### src/rtl/sprite_mover.sv
// Moves a sprite once per frame, either from debounced buttons or by bouncing off the screen edges.
// Latency: new x_out/y_out and the frame_out pulse appear one cycle after the vsync rising edge.
// Backpressure: none. Positions are always valid and are held between frame ticks.
module sprite_mover #(
  parameter int SCREEN_W        = 1024,
  parameter int SCREEN_H        = 768,
  parameter int SPRITE_W        = 256,
  parameter int SPRITE_H        = 256,
  parameter int STEP            = 4,
  parameter int DEBOUNCE_CYCLES = 650000
) (
  input  logic        pixel_clk_in,
  input  logic        rst_n_in,
  input  logic        vsync_in,
  input  logic [3:0]  btn_in,
  input  logic        auto_in,
  output logic [10:0] x_out,
  output logic [9:0]  y_out,
  output logic        frame_out
);

  localparam int XMAX = SCREEN_W - SPRITE_W;
  localparam int YMAX = SCREEN_H - SPRITE_H;
  localparam int CW   = $clog2(DEBOUNCE_CYCLES + 1);

  localparam logic [11:0] XMAX_W = 12'(XMAX);
  localparam logic [10:0] YMAX_W = 11'(YMAX);
  localparam logic [11:0] STEP_X = 12'(STEP);
  localparam logic [10:0] STEP_Y = 11'(STEP);
  localparam logic [10:0] X_RST  = 11'(XMAX / 2);
  localparam logic [9:0]  Y_RST  = 10'(YMAX / 2);
  localparam logic [CW-1:0] CNT_LAST = CW'(DEBOUNCE_CYCLES - 1);

  typedef enum logic [1:0] {DR, DL, UR, UL} dir_t;

  logic [3:0]  btn_meta, btn_sync, btn_db;
  logic        vsync_q, tick;
  dir_t        state, state_nxt;
  logic [10:0] x_nxt;
  logic [9:0]  y_nxt;
  logic        x_right, y_down, xr_nxt, yd_nxt;
  logic [11:0] x_inc;
  logic [10:0] y_inc;
  logic        x_inc_hit, x_dec_hit, y_inc_hit, y_dec_hit;
  logic [10:0] x_inc_val, x_dec_val;
  logic [9:0]  y_inc_val, y_dec_val;

  always_ff @(posedge pixel_clk_in or negedge rst_n_in) begin
    if (!rst_n_in) begin
      btn_meta <= '0;
      btn_sync <= '0;
      vsync_q  <= 1'b0;
    end else begin
      btn_meta <= btn_in;
      btn_sync <= btn_meta;
      vsync_q  <= vsync_in;
    end
  end

  // Any cycle where the synchronized input agrees with the accepted state restarts the count.
  for (genvar i = 0; i < 4; i++) begin : g_db
    logic [CW-1:0] cnt;
    logic          acc;
    always_ff @(posedge pixel_clk_in or negedge rst_n_in) begin
      if (!rst_n_in) begin
        cnt <= '0;
        acc <= 1'b0;
      end else if (btn_sync[i] == acc) begin
        cnt <= '0;
      end else if (cnt == CNT_LAST) begin
        cnt <= '0;
        acc <= btn_sync[i];
      end else begin
        cnt <= cnt + 1'b1;
      end
    end
    assign btn_db[i] = acc;
  end

  assign tick = vsync_in & ~vsync_q;

  // Saturating candidates computed one bit wide so the +STEP never wraps.
  assign x_inc     = {1'b0, x_out} + STEP_X;
  assign x_inc_hit = x_inc >= XMAX_W;
  assign x_inc_val = x_inc_hit ? XMAX_W[10:0] : x_inc[10:0];
  assign x_dec_hit = {1'b0, x_out} <= STEP_X;
  assign x_dec_val = x_dec_hit ? 11'd0 : x_out - STEP_X[10:0];

  assign y_inc     = {1'b0, y_out} + STEP_Y;
  assign y_inc_hit = y_inc >= YMAX_W;
  assign y_inc_val = y_inc_hit ? YMAX_W[9:0] : y_inc[9:0];
  assign y_dec_hit = {1'b0, y_out} <= STEP_Y;
  assign y_dec_val = y_dec_hit ? 10'd0 : y_out - STEP_Y[9:0];

  assign x_right = (state == DR) || (state == UR);
  assign y_down  = (state == DR) || (state == DL);

  always_comb begin
    state_nxt = state;
    x_nxt     = x_out;
    y_nxt     = y_out;
    xr_nxt    = x_right;
    yd_nxt    = y_down;
    if (tick) begin
      if (auto_in) begin
        if (x_right) begin
          x_nxt  = x_inc_val;
          xr_nxt = !x_inc_hit;
        end else begin
          x_nxt  = x_dec_val;
          xr_nxt = x_dec_hit;
        end
        if (y_down) begin
          y_nxt  = y_inc_val;
          yd_nxt = !y_inc_hit;
        end else begin
          y_nxt  = y_dec_val;
          yd_nxt = y_dec_hit;
        end
        state_nxt = yd_nxt ? (xr_nxt ? DR : DL) : (xr_nxt ? UR : UL);
      end else begin
        // btn_db = {up, down, left, right}; opposing pair cancels on that axis.
        if (btn_db[0] && !btn_db[1]) x_nxt = x_inc_val;
        else if (btn_db[1] && !btn_db[0]) x_nxt = x_dec_val;
        if (btn_db[2] && !btn_db[3]) y_nxt = y_inc_val;
        else if (btn_db[3] && !btn_db[2]) y_nxt = y_dec_val;
      end
    end
  end

  always_ff @(posedge pixel_clk_in or negedge rst_n_in) begin
    if (!rst_n_in) begin
      state     <= DR;
      x_out     <= X_RST;
      y_out     <= Y_RST;
      frame_out <= 1'b0;
    end else begin
      state     <= state_nxt;
      x_out     <= x_nxt;
      y_out     <= y_nxt;
      frame_out <= tick;
    end
  end

endmodule
### config.mk
export PLATFORM = sky130hd
export DESIGN_NAME = sprite_mover
export DESIGN_NICKNAME = d
export VERILOG_FILES = /design/src/rtl/sprite_mover.sv
export SDC_FILE = /design/constraint.sdc
export NUM_CORES = 1
export LEC_CHECK = 0
export BUFFER_PORTS_ARGS = -buffer_cell sky130_fd_sc_hd__buf_2
export CAP_MARGIN = 40
export CORE_MARGIN = 2
export CORE_UTILIZATION = 44
export CTS_BUF_LIST = sky130_fd_sc_hd__clkbuf_4
export CTS_CLUSTER_DIAMETER = 80
export DETAILED_ROUTE_END_ITERATION = 12
export PLACE_DENSITY_LB_ADDON = 0.15
export SYNTH_ARGS = -nofsm -noshare
export SYNTH_HDL_FRONTEND = slang
export SYNTH_SLANG_ARGS = --single-unit
### constraint.sdc
create_clock -name pixel_clk_in -period 2.15 [get_ports pixel_clk_in]
set_clock_uncertainty 0.05 [all_clocks]
set_input_delay 0.1075 -clock pixel_clk_in [delete_from_list [all_inputs] [get_ports pixel_clk_in]]
set_output_delay 0.1075 -clock pixel_clk_in [all_outputs]
set_load 0.1 [all_outputs]
==> results_dict.tcl, run 1 <==
set metrics [dict create \
    die_h_um 121 \
    htree_levels 4 \
    clock_latency_ns 0.54 \
    outcome "finished clean" \
    io_pins 30 \
    drive_above_1_share_pct 18.6 \
    drt_iter0_drc 269 \
    slew_headroom_pct 61.0 \
    path_class "reg -> reg" \
    fin_cells 879 \
    cts_buffers 17 \
    core_area_um2 13300 \
    vdd_drop_max_mv 0.506 \
    fmax_ghz 0.469 \
    maxCapViolations 0 \
    dp_hpwl_mm 8.21 \
    route.final.wire_length_mm 12.3 \
    die_w_um 121 \
    viasPerCell 5.34 \
    synth_most_common_cell "nor2_1" \
    synth_seq_cells 117 \
    swShare_pct 40.0 \
    period_share_pct 99.3 \
    clk_pin_slew_ns 0.12 \
    yosysWarnings 0 \
    power_frac_comb_pct 34.9 \
    antenna_found_initial 0 \
    nFillCells 1204 \
    p_seq_share_pct 38.9 \
    tightest_slew_ns 0.585 \
    power_uw 7020 \
    gp_congestion 0.852 \
    place_inst 830 \
    portBuffers 29 \
    grt_max_degree 43 \
    avgSynthCellArea_um2 9.56 \
    crit_path_max_fanout 6 \
    ys_types 67 \
    clk_path_buf_depth 2 \
    cp-end-kind "flip-flop" \
    async_flop_share_pct 100 \
    clock-sinks 117 \
    synth_top_cell_area_share_pct 47.4 \
    cp_slowest_cell "dfrtp_4" \
    rows 42 \
    cp_top_family "compound AO/OA/AOI/OAI gates" \
    tritoncts "built" \
    cellPowerDensity_nw_per_um2 990 \
    dieArea_um2 14600 \
    clock_power_share_pct 26.2 \
    drtAntennaViolNets 0 \
    syn_area_um2 6020 \
    report.final.slew_viol_count 0 \
    leakagePower_uw 0.00299 \
    grt_setup_unrepaired "true" \
    initial_core_util_pct 45.2 \
    yosysTopAreaCell "dfrtp_1" \
    synth.top_cells.by_area "dfrtp_1 47%, xnor2_1 9.9%, nor2_1 7.5%" \
    finalCriticalPeriod_ns 2.13 \
    yosys-top-cells-count "121 x nor2_1, 114 x dfrtp_1, 68 x xnor2_1" \
    syn_inst 629 \
    arrival_ns 2.53 \
    synth_edf_count 0 \
    setup_violations 0 \
    finalHoldViolCount 0 \
    crit_required_ns 2.54 \
    p_int_uw 4220 \
    syn-num-nets 647 \
    drc 0 \
    hp-class "in -> async" \
    cts-root-buf "clkbuf_4" \
    crit_buf_inv 0 \
    slowest_delay_ns 0.53 \
    p_sw_uw 2810 \
    overflow 0 \
    yosysSeqAreaShare_pct 48.7 \
    track_usage_pct 17.7 \
    startpoint_type "flip-flop" \
    grt_pass1_wl_mm 20.8 \
    final_nets 708 \
    vias 4697 \
    first_pass_iters 4 \
    crit_chain "ha_4, and4b_1, a21boi_1, o41a_1, a32o_1, a211o_1" \
    antennaDiodeCount 0 \
    wl_per_cell_um 13.9 \
    syn2layout_area_growth_pct 17.9 \
    grt_pass1_vias 4577 \
    ys.flop_type "dfrtp_1" \
]
cell families (layout without fill, tap and decap cells):
family,Yosys count,in the layout,synth area share [%]
mux,7,7,1.29
buf+inv,48,122,3.22
fa+ha+maj,10,10,2.08
simple gates,300,300,24.9
flops,117,117,48.7
compound gates,68,68,8.28
xor+xnor,79,79,11.5
worst paths after layout:
| path | start | endpoint | slack (ns) | depth (start not counted) |
|---|---|---|---|---|
| min in group pixel_clk_in | btn_in[0] | btn_meta[0]$_DFF_PN0_ | 0.15 | 2 |
| max in group asynchronous | rst_n_in | g_db[2].cnt[18]$_DFF_PN0_ | 1.37 | 3 |
| max | x_out[2]$_DFFE_PN0P_ | x_out[4]$_DFFE_PN0P_ | 0.02 | 6 |
| min | rst_n_in | x_out[4]$_DFFE_PN0P_ | 0.04 | 2 |
| min reg2reg | btn_meta[0]$_DFF_PN0_ | btn_sync[0]$_DFF_PN0_ | 0.31 | 0 |
| max reg2reg | x_out[2]$_DFFE_PN0P_ | x_out[4]$_DFFE_PN0P_ | 0.02 | 6 |
repair_timing:
action / 4_1_cts / 5_1_grt
endpoints found under the setup margin: 3 / 10
hold buffers: 7 / 0
pin swaps: 3 / 4
gates resized for setup: 2 / 9
endpoints found under the hold margin: 125 / 0
setup buffers: 2 / 8
layer usage:
| metal | part of all wire (%) | vias to the layer above | GRT usage (%) | routed length [um] |
|---|---|---|---|---|
| li1 | - | 2303 | - | - |
| met1 | 47 | 2287 | 22.7 | 5710 |
| met2 | 48 | 89 | 28.9 | 5870 |
| met3 | 3.8 | 18 | 4.28 | 464 |
| met4 | 1.7 | 0 | 7.12 | 204 |
| met5 | 0 | - | 0 | 0 |
layout make-up:
type | count | area, um2 | area share [%]
Inverter | 23 | 86.3 | 1.22
Timing Repair Buffer | 67 | 517 | 7.29
Multi-Input combinational cell | 464 | 2960 | 41.8
Clock inverter | 14 | 189 | 2.66
Clock buffer | 18 | 135 | 1.91
Tap cell | 176 | 220 | 3.10
Sequential cell | 117 | 2980 | 42.1
worst register-to-register path: stages (launching register included):
cell and delay, ns:
dfrtp_4 0.53, ha_4 0.19, and4b_1 0.25, a21boi_1 0.10
o41a_1 0.45, a32o_1 0.24, a211o_1 0.22
registers in the layout, summed over array words and instances, names as in the netlist:
name       flops
x_out         11
vsync_q        1
btn_sync       4
g_db.cnt      80
btn_meta       4
state          2
g_db.acc       4
y_out         10
frame_out      1
layout by cell type, fill, tap and decap left out, types with 4 or more instances in the layout:
master / n
xor2_1: 11
dfrtp_1: 101
mux2_2: 6
a21oi_1: 5
o21ai_0: 9
nand4_1: 9
buf_2: 28
xnor2_1: 68
clkbuf_4: 18
inv_1: 23
and4_1: 9
clkinv_2: 4
nand2_1: 29
and3_1: 20
dfrtp_4: 10
o21a_1: 5
nand3_1: 36
ha_1: 8
dlygate4sd3_1: 7
buf_4: 26
nor2_1: 120
a22o_1: 6
nor3_1: 30
a31oi_1: 4
buf_12: 5
nor4_1: 8
bufinv_16: 5
o21ai_1: 7
clkinv_1: 5
or4b_1: 4
per-stage QoR:
step	hold slack [ns]	utilization [%]	area, um2	setup TNS [ns]	worst slack [ns]
2_1_floorplan	-0.238	-	6110	-1.13	-0.216
3_3_place_gp	0.104	49.5	6580	0	0.0641
3_5_place_dp	0.105	49.5	6580	0	0.0175
4_1_cts	0.0248	52.6	6990	0	0.000316
5_1_grt	0.0595	53.4	7090	-0.0701	-0.0397
6_report	0.0433	53.4	7090	0	0.0156
power groups by stage:
stage / Clock, uW / Sequential [uW] / Combinational (uW)
final: 1840 / 2730 / 2450
after global routing: 2000 / 2770 / 2610
after CTS: 1900 / 2730 / 2340
after detailed placement: 0 / 2780 / 2290
after global placement: 0 / 2750 / 2270
after floorplan: 0 / 3600 / 958
Power figures use the tool's default switching activity.
==> run 2: changes to the inputs <==
--- a/config.mk
+++ b/config.mk
@@ -5,11 +5,10 @@
 export SDC_FILE = /design/constraint.sdc
 export NUM_CORES = 1
 export LEC_CHECK = 0
-export BUFFER_PORTS_ARGS = -buffer_cell sky130_fd_sc_hd__buf_2
+export BUFFER_PORTS_ARGS = -buffer_cell sky130_fd_sc_hd__clkbuf_2
 export CAP_MARGIN = 40
 export CORE_MARGIN = 2
 export CORE_UTILIZATION = 44
-export CTS_BUF_LIST = sky130_fd_sc_hd__clkbuf_4
 export CTS_CLUSTER_DIAMETER = 80
 export DETAILED_ROUTE_END_ITERATION = 12
 export PLACE_DENSITY_LB_ADDON = 0.15
==> run 2 against run 1 <==
  * The run now ends with negative setup slack left
  * Design area up 1.9%
  * Clock-buffer cell count is 8 higher
  * Maximum frequency shrank 1.1%
==> results_dict.tcl, run 2 (same netlist as run 1, synthesis figures left out) <==
set metrics [dict create \
    grt_pass1_wl_mm 21.4 \
    grt_max_degree 50 \
    overflow 0 \
    reg2reg_depth 8 \
    crit_chain "ha_4, and4b_1, and4b_1, buf_4, nor4_1, buf_4, o31a_1, o22a_1" \
    cp_slowest_cell "dfrtp_4" \
    drtAntennaViolNets 0 \
    startpoint_type "flip-flop" \
    arrival_ns 2.40 \
    track_usage_pct 18.3 \
    antenna_found_initial 0 \
    clock_latency_ns 0.41 \
    tns_ns -0.00757 \
    dieArea_um2 14600 \
    place_ws_ns 0.0155 \
    mostFrequentLayoutCell "nor2_1" \
    p_int_uw 4720 \
    swShare_pct 38.1 \
    grt_pass1_vias 4599 \
    finalHoldViolCount 0 \
    clk_pin_slew_ns 0.06 \
    initial_core_util_pct 45.2 \
    violations "negative setup slack" \
    drt_iter0_drc 264 \
    drc 0 \
    cts-root-buf "clkbuf_16" \
    maxCapViolations 0 \
    crit_end "x_out[9]$_DFFE_PN0P_" \
    r2r-end "x_out[9]$_DFFE_PN0P_" \
    period_share_pct 100 \
    fin_ws_ns -0.00757 \
    antennaDiodeCount 0 \
    top_regs "g_db.cnt x80, x_out x11, y_out x10" \
    power_frac_comb_pct 31.5 \
    viasPerCell 5.29 \
    htree_levels 4 \
    crit_cells 8 \
    cellPowerDensity_nw_per_um2 1050 \
    outcome "finished with violations" \
    final_nets 700 \
    report.final.slew_viol_count 0 \
    crit_buf_inv 2 \
    syn2layout_area_growth_pct 20.1 \
    path_class "reg -> reg" \
    finalCriticalPeriod_ns 2.16 \
    slew_headroom_pct 56.6 \
    crit_path_max_fanout 5 \
    tritoncts "built" \
    hp-class "in -> reg" \
    wl_per_cell_um 14.1 \
    route.final.wire_length_mm 12.3 \
    die_h_um 121 \
    cts_buffers 17 \
    vdd_drop_max_mv 0.553 \
    fmax_ghz 0.463 \
    crit_required_ns 2.39 \
    slowest_delay_ns 0.51 \
    cp-startpoint "x_out[2]$_DFFE_PN0P_" \
    largest-register "g_db.cnt" \
    leakagePower_uw 0.00303 \
    core_area_um2 13300 \
    first_pass_iters 4 \
    clk_path_buf_depth 2 \
    rows 42 \
    grt_setup_unrepaired "true" \
    clock_power_share_pct 32.4 \
    gp_congestion 0.830 \
    drive_above_1_share_pct 17.9 \
    vias 4604 \
    die_w_um 121 \
    final_cell_mix "120 x nor2_1, 101 x dfrtp_1, 68 x xnor2_1" \
    io_pins 30 \
    cp-end-kind "flip-flop" \
    portBuffers 29 \
    place_inst 829 \
    r2r_start "x_out[2]$_DFFE_PN0P_" \
    p_seq_share_pct 36.1 \
    p_sw_uw 2910 \
    tightest_slew_ns 0.651 \
    dp_hpwl_mm 8.22 \
    reg2reg_setup_slack_ns -0.008 \
    fin_cells 870 \
    setup_violations 1 \
    largest_register_ffs 80 \
    cp_top_family "simple AND/OR/NAND/NOR gates" \
    clock-sinks 117 \
]
run 2: changes by cell type in the layout (fill, tap and decap cells not counted), moves of 5 or more:
cell	before	now
buf_2	28	0
bufinv_16	5	0
clkbuf_2	0	28
clkinv_1	5	0
clkbuf_4	18	0
buf_4	26	19
clkbuf_16	0	17
clkbuf_1	0	6
run 2: worst min-delay path by stage:
stage / start / to / slack [ns] / depth (start not counted)
floorplan: rst_n_in / btn_meta[0]$_DFF_PN0_ / -0.24 / 0
global placement: rst_n_in / x_out[5]$_DFFE_PN0P_ / 0.13 / 1
detailed placement: rst_n_in / x_out[4]$_DFFE_PN0P_ / 0.13 / 1
CTS: auto_in / state[0]$_DFFE_PN0P_ / 0.02 / 2
global route: auto_in / state[0]$_DFFE_PN0P_ / 0.07 / 2
finish: auto_in / state[0]$_DFFE_PN0P_ / 0.05 / 2
run 2: cell type report:
| class | instances | area [um2] |
|---|---|---|
| repair buffers | 59 | 445 |
| multi-input cells | 464 | 2980 |
| inverters | 23 | 86.3 |
| clock inverters | 5 | 25.0 |
| well taps | 176 | 220 |
| flip-flops and latches | 117 | 2980 |
| fillers | 1188 | 6070 |
| clock buffers | 26 | 489 |
run 2: per-stage QoR:
| step | area, um2 | power, uW | utilization [%] | hold WS (ns) |
|---|---|---|---|---|
| floorplan | 6110 | 4560 | - | -0.238 |
| global placement | 6560 | 5020 | 49.3 | 0.128 |
| detailed placement | 6560 | 5060 | 49.3 | 0.130 |
| CTS | 7160 | 7620 | 53.8 | 0.0242 |
| global route | 7230 | 8010 | 54.3 | 0.0741 |
| finish | 7230 | 7620 | 54.3 | 0.0475 |
run 2: power groups by stage:
stage	combinational, uW	sequential [uW]	clock (uW)
global placement	2260	2760	0
floorplan	958	3600	0
CTS	2340	2740	2540
detailed placement	2270	2790	0
global route	2570	2780	2660
finish	2400	2750	2470
run 2: metal layers:
layer	up-vias	global-route usage (%)	wire, um
met2	75	29.6	5860
met5	-	0	0
met3	19	4.56	337
li1	2295	-	-
met1	2215	23.5	5830
met4	0	7.27	229
run 2: what timing repair did:
action,4_1_cts,5_1_grt
gates cloned,0,0
setup buffers,3,1
resized for setup,2,15
endpoints found under the setup margin,1,48
pin swaps,1,6
hold buffers,6,0
hold endpoints to repair,48,0
